**src/rtl/menu_overlay_reader.sv**
```systemverilog
// Menu overlay line reader: fetches one pixel row of a 32x32 character text
// screen from the menu RAM into a 32-byte line buffer, and answers per-pixel
// foreground lookups from that buffer with one cycle of latency.
module menu_overlay_reader #(
    parameter logic [10:0] FONT_BASE = 11'h400,
    parameter int          COLS      = 32
) (
    input  logic        clk,
    input  logic        reset,
    input  logic        line_start,
    input  logic [7:0]  line_y,
    output logic        busy,
    output logic        line_ready,
    input  logic        pix_req,
    input  logic [7:0]  pix_x,
    output logic        pix_valid,
    output logic        pix_on,
    output logic        mem_ce,
    output logic [10:0] mem_addr,
    input  logic [7:0]  mem_dout
);

    typedef enum logic [1:0] {
        IDLE  = 2'd0,
        CHAR  = 2'd1,
        FONT  = 2'd2,
        STORE = 2'd3
    } state_t;

    state_t      r_state;
    state_t      w_state_nxt;
    logic [4:0]  r_col;
    logic [4:0]  w_col_nxt;
    logic [4:0]  r_row;
    logic [2:0]  r_grow;
    logic        r_inv;
    logic        r_line_ready;
    logic        w_line_ready_nxt;
    logic [7:0]  r_buf [COLS];
    logic        r_pix_vld_p1;
    logic        r_pix_on_p1;

    logic        w_mem_ce;
    logic [10:0] w_mem_addr;
    logic [10:0] w_font_addr;
    logic        w_store;
    logic [7:0]  w_store_data;

    // Glyph row address for the character code arriving from the RAM this cycle.
    assign w_font_addr  = FONT_BASE + {1'b0, mem_dout[6:0], r_grow};
    // Bit 7 of the character code selects inverse video for the whole cell.
    assign w_store_data = mem_dout ^ {8{r_inv}};

    // Next-state, column advance and RAM read-port drive for the fetch sequence.
    always_comb begin
        w_state_nxt      = r_state;
        w_col_nxt        = r_col;
        w_line_ready_nxt = r_line_ready;
        w_mem_ce         = 1'b0;
        w_mem_addr       = 11'd0;
        w_store          = 1'b0;
        unique case (r_state)
            IDLE: begin
                w_state_nxt = IDLE;
            end
            CHAR: begin
                w_mem_ce    = 1'b1;
                w_mem_addr  = {1'b0, r_row, r_col};
                w_state_nxt = FONT;
            end
            FONT: begin
                w_mem_ce    = 1'b1;
                w_mem_addr  = w_font_addr;
                w_state_nxt = STORE;
            end
            STORE: begin
                w_store = 1'b1;
                if (r_col == 5'(COLS - 1)) begin
                    w_state_nxt      = IDLE;
                    w_line_ready_nxt = 1'b1;
                end else begin
                    w_col_nxt   = r_col + 5'd1;
                    w_state_nxt = CHAR;
                end
            end
            default: begin
                w_state_nxt = IDLE;
            end
        endcase
        // A new request always wins: the running fetch is dropped, including
        // a store that would have landed this cycle.
        if (line_start) begin
            w_state_nxt      = CHAR;
            w_col_nxt        = 5'd0;
            w_line_ready_nxt = 1'b0;
            w_store          = 1'b0;
        end
    end

    assign mem_ce     = w_mem_ce;
    assign mem_addr   = w_mem_addr;
    assign busy       = (r_state != IDLE);
    assign line_ready = r_line_ready;

    // Fetch control state: FSM, column counter, latched row and inverse flag.
    always_ff @(posedge clk or posedge reset) begin
        if (reset) begin
            r_state      <= IDLE;
            r_col        <= 5'd0;
            r_row        <= 5'd0;
            r_grow       <= 3'd0;
            r_inv        <= 1'b0;
            r_line_ready <= 1'b0;
        end else begin
            r_state      <= w_state_nxt;
            r_col        <= w_col_nxt;
            r_line_ready <= w_line_ready_nxt;
            if (line_start) begin
                r_row  <= line_y[7:3];
                r_grow <= line_y[2:0];
            end
            if (r_state == FONT) begin
                r_inv <= mem_dout[7];
            end
        end
    end

    // Line buffer: one glyph byte per character column, cleared on reset.
    always_ff @(posedge clk or posedge reset) begin
        if (reset) begin
            for (int i = 0; i < COLS; i++) begin
                r_buf[i] <= 8'h00;
            end
        end else if (w_store) begin
            r_buf[r_col] <= w_store_data;
        end
    end

    // ---- pixel lookup stage p0 -> p1 ----
    // Pixel lookup: read-before-write against the buffer, zero when idle.
    always_ff @(posedge clk or posedge reset) begin
        if (reset) begin
            r_pix_vld_p1 <= 1'b0;
            r_pix_on_p1  <= 1'b0;
        end else begin
            r_pix_vld_p1 <= pix_req;
            r_pix_on_p1  <= pix_req & r_buf[pix_x[7:3]][pix_x[2:0]];
        end
    end

    assign pix_valid = r_pix_vld_p1;
    assign pix_on    = r_pix_on_p1;

endmodule
```
**config.mk**
```make
export PLATFORM = sky130hd
export DESIGN_NAME = menu_overlay_reader
export DESIGN_NICKNAME = d
export VERILOG_FILES = /design/src/rtl/menu_overlay_reader.sv
export SDC_FILE = /design/constraint.sdc
export NUM_CORES = 1
export LEC_CHECK = 0
export ABC_AREA = 1
export BUFFER_PORTS_ARGS = -buffer_cell sky130_fd_sc_hd__buf_2
export CORE_MARGIN = 5
export CORE_UTILIZATION = 60
export DETAILED_ROUTE_END_ITERATION = 8
export GPL_TIMING_DRIVEN = 0
export PLACE_DENSITY = 0.87
export RECOVER_POWER = 100
export SLEW_MARGIN = 10
export SYNTH_ARGS = -nofsm -noshare
export SYNTH_HDL_FRONTEND = slang
export SYNTH_SLANG_ARGS = --single-unit
```
**constraint.sdc**
```tcl
create_clock -name clk -period 24.2 [get_ports clk]
set_clock_uncertainty 0.1 [all_clocks]
set_input_delay 2.42 -clock clk [delete_from_list [all_inputs] [get_ports clk]]
set_output_delay 2.42 -clock clk [all_outputs]
set_load 0.02 [all_outputs]
```
# After elaboration in Yosys (flattened, before gate mapping)
# Cells that the tools add are included.
# op_classes
n_addsub	2
magnitude_cmp	4
eq_ne	5
mux	21
bitwise_logic	4
reduce_logical	8
# op_table
cell	count
$bwmux W256	1
$bmux W8 S5	1
$demux W8 S5	1
$mux W8	3
$pmux W11 S2	1
$mux W5	3
$ge A6 B6 Y1 const B	2
$not A5 Y6	2
$add A11 B10 Y11 const A	1
$mux W1	8
$pmux W2 S4	1
$xor A8 B8 Y8	1
$lt A6 B1 Y1 const B	1
$reduce_bool A2 Y1	3
$add A5 B1 Y5 const B	1
$eq A5 B5 Y1 const B	1
$eq A2 B2 Y1 const B	2
$lt A3 B4 Y1 const B	1
$reduce_and A2 Y1	2
$bmux W1 S3	1
$eq A2 B1 Y1 const B	1
$logic_not A2 Y1	1
$mux W2	1
$ne A2 B2 Y1 const B	1
3 further kinds	3
# word_totals
ff_bits	275
inputBits	28
output_inout_bits	16
wordCells	84

# Longest topological paths before layout
# logic_depth
depth_word	7
mapped_depth	14
ltp_nobuf	11

# Worst setup path after synthesis
# OpenSTA, ideal clock, no wires.
# synth_timing
path_type	input to output
start	in mem_dout[0]
end	out mem_addr[3]
t_arrival_ps	2811
required_ps	21680
setup_slack_ps	18869
path_stages	2
n_path_buf	0
cell_sequence	nand2_1 -> a21oi_1
# synth_between
elab_chain_len	2
# synth_rtl
element	line_no	text
start: declaration	20	input logic [7:0] mem_dout
$add A11 B10 Y11	50	assign w_font_addr = FONT_BASE + {1'b0, mem_dout[6:0], r_grow};
$pmux W11 S2	62	unique case (r_state)
end: declaration	19	output logic [10:0] mem_addr,
# Every way passes these cells.

==> impl_metrics.toml <==
[logic_synthesis]
synth_area_leaders = "dfrtp_1 (53%), nand2_1 (14%), nand3_1 (9.2%)"
yosysSeqAreaShare_pct = 53.2
synth_top_family_by_area = "simple AND/OR/NAND/NOR gates"
async_flop_share_pct = 100
synthFlopType = "dfrtp_1"
syn_inst = 1605
synth.most_common_cell = "nand2_1"
ys_ff_latch = 275
synth_mux_area_share_pct = 0.0871
yosysTopAreaCell = "dfrtp_1"
synth.cell_area_um2 = 12900
synth_edf_count = 0
synth_fa_ha_area_share_pct = 0.968
synth-xor-area-share_pct = 0.542
synth_common_cells = "nand2_1 (473), dfrtp_1 (275), nand3_1 (237)"
synth_fp_nets = 1643
synth-simple-area-share_pct = 28.1
ys_warn_count = 0
synth_area_per_cell_um2 = 8.05
ys_types = 26
synth_compound_area_share_pct = 11.2
yosys.area.top_type_share_pct = 53.2

[job]
maxCapViolCount = 3

[sta]
finalHoldViolCount = 0
fin_crit_ns = 9.63
relSlewSlack_pct = -330
rsz0062_at_grt = "false"
tightest_slew_ns = 6.45
period_share_pct = 39.8
finalSetupTns_ns = 0
fmax_mhz = 104
final_max_slew_viol_count = 280
hold_ws_ns = 0.373
finalSetupViolCount = 0

[die]
core-area_um2 = 21100
num_rows = 53
die_area_um2 = 24600
start_util_pct = 61.3
die_y_um = 157
die_w_um = 157
ios = 44

[critical_path]
slowest_stage = "clkbuf_1"
max_stage_delay_ns = 4.58
ff2ff_path_depth = 10
endpoint_kind = "asynchronous set/reset pin"
startpoint_type = "input port"
critical_path_required_ns = 23.17
timing.rr.start = "r_state[1]"
cp_cell_sequence = "buf_2 > clkinvlp_2 > clkbuf_1"
critical_path_class = "in -> async"
crit_fanout = 122
setup.worst_path.start = "reset"
cp.arrival_ns = 8.60

[drt]
via_per_inst = 6.28
wire_per_inst_um = 22.5
num_vias = 12400
dr.pass1.iters = 9
antenna_left = 0
wirelength_mm = 44.4
drcViolationCount = 0
drt-initial-drc-count = 2084

[power_and_ir_drop]
power_w = 0.00121
p_int_w = 0.000798
power_density_nw_per_um2 = 84.2
irDropWorstVdd_mv = 0.0520
p_sw_w = 0.000408
p_seq_share_pct = 41.5
combPwrFrac_pct = 20.8
clockPowerShare_pct = 37.7
p_leak_nw = 6.63
swShare_pct = 33.8

[clock_network]
cts_buffer_depth = 3
cts_made_buffers = 29
cts.sinks = 275
insertion_delay_ns = 0.57
cts.clk_slew.worst_paths_ns = 0.06
ctsResizeCount = 0
cts_hold_buf = 0
post-cts-setup-buffer-count = 0
ctsHtreeMaxLevel = 1
clockRootBuffer = "clkbuf_16"
cts_tree = "done"

[grt]
first_global_vias = 11900
grt_max_degree = 123
grt_usage_pct = 36.3
grt_first_pass_wirelength_mm = 67.8
grt-ovfl-total = 0
grt_antenna_before_repair = 0

[final_layout]
area_growth_pct = 10.8
fillCellCount = 1733
multiInputGateArea_um2 = 5230
antenna_cells = 0
fin_area_um2 = 14300
layoutNonFillerInstCount = 1974
drive_gt1_share_pct = 7.00
regArea_um2 = 6880
fin_nets = 1714

[place]
place_area_um2 = 13500
dp.cells = 1920
port_buffers = 38
dp_hpwl_mm = 29.9
finalWeightedCongestion = 1.10

[min_path]
hold_path_class = "reg -> reg"
hold_start = "r_grow[0]"
hold_depth = 2

[status]
status = "complete, but fails checks"
violations = "max-capacitance violations, max-slew violations"
==> state kept, by name (all words and copies together), names as in the netlist <==
signal and cells:
pix_on 1, r_state 2, r_row 5, r_grow 3
pix_valid 1, r_inv 1, r_buf 256, line_ready 1
r_col 5
==> through the flow <==
stage               setup WS [ns]  util (%)
floorplan                   14.10         -
global placement            11.43      63.8
detailed placement          18.79      64.1
CTS                         18.78      68.7
global route                12.98      67.9
finish                      14.57      67.9
==> cells in the final DEF, fill, tap and decap left out <==
cell	Yosys	layout
a22o_1	1	1
inv_4	1	1
buf_2	39	44
xor2_1	8	8
nand3_1	237	237
nand3_2	3	3
buf_12	1	1
mux2_2	1	1
o21ai_0	141	145
buf_6	8	8
nor3_1	2	2
inv_1	38	39
nor3_2	2	2
clkbuf_8	0	4
nor2_1	130	146
buf_4	9	8
a31oi_1	1	1
o21ai_1	5	1
dfrtp_1	275	275
ha_1	10	10
clkinv_2	0	11
clkbuf_16	0	29
clkinvlp_4	0	1
bufinv_16	0	3
inv_6	0	1
a21oi_1	141	141
buf_1	3	3
clkinvlp_2	0	1
inv_2	3	1
nand2_1	473	473
clkbuf_1	57	98
==> critical path: cells and delay by family <==
kind,cells,cell delay (ns)
buf+inv,3,6.03
==> area by class of cell <==
class / count / share of cell area (%)
inverters: 42 / 1.13
plain buffers: 117 / 4.02
clock buffers: 38 / 5.58
multi-input cells: 1171 / 36.5
well taps: 275 / 2.40
repair buffers: 40 / 1.22
flip-flops and latches: 275 / 48.0
clock inverters: 16 / 1.13
==> cells by family (layout without fill, tap and decap cells) <==
| group | after synthesis | in the layout |
|---|---|---|
| simple gates | 863 | 863 |
| compound gates | 289 | 289 |
| flops | 275 | 275 |
| buf+inv | 159 | 253 |
| fa+ha+maj | 10 | 10 |
| xor+xnor | 8 | 8 |
| mux | 1 | 1 |
==> layer usage <==
layer  GRT usage [%]  up-vias  share of wire (%)
met5               0        -                  0
met4            21.4        0                7.2
met3            13.3      212                 15
met2            51.2     1019                 41
met1            48.2     5765                 36
li1                -     5399                  -
==> path summary, 6_finish.rpt <==
path | to | slack, ns
max | r_buf[53] | 14.57
min in group asynchronous | r_buf[0] | 2.40
min reg2reg | r_grow[0] | 0.37
max reg2reg | r_buf[160] | 21.05
max in group clk | mem_addr[3] | 18.71
min | r_grow[0] | 0.37
==> power by group through the flow <==
stage          logic [W]  registers (W)  clock network [W]
2_1_floorplan   0.000138       0.000503                  0
3_3_place_gp    0.000233       0.000507                  0
3_5_place_dp    0.000238       0.000507                  0
4_1_cts         0.000240       0.000500           0.000452
5_1_grt         0.000261       0.000503           0.000472
6_report        0.000251       0.000501           0.000455
Power figures use the tool's default switching activity.
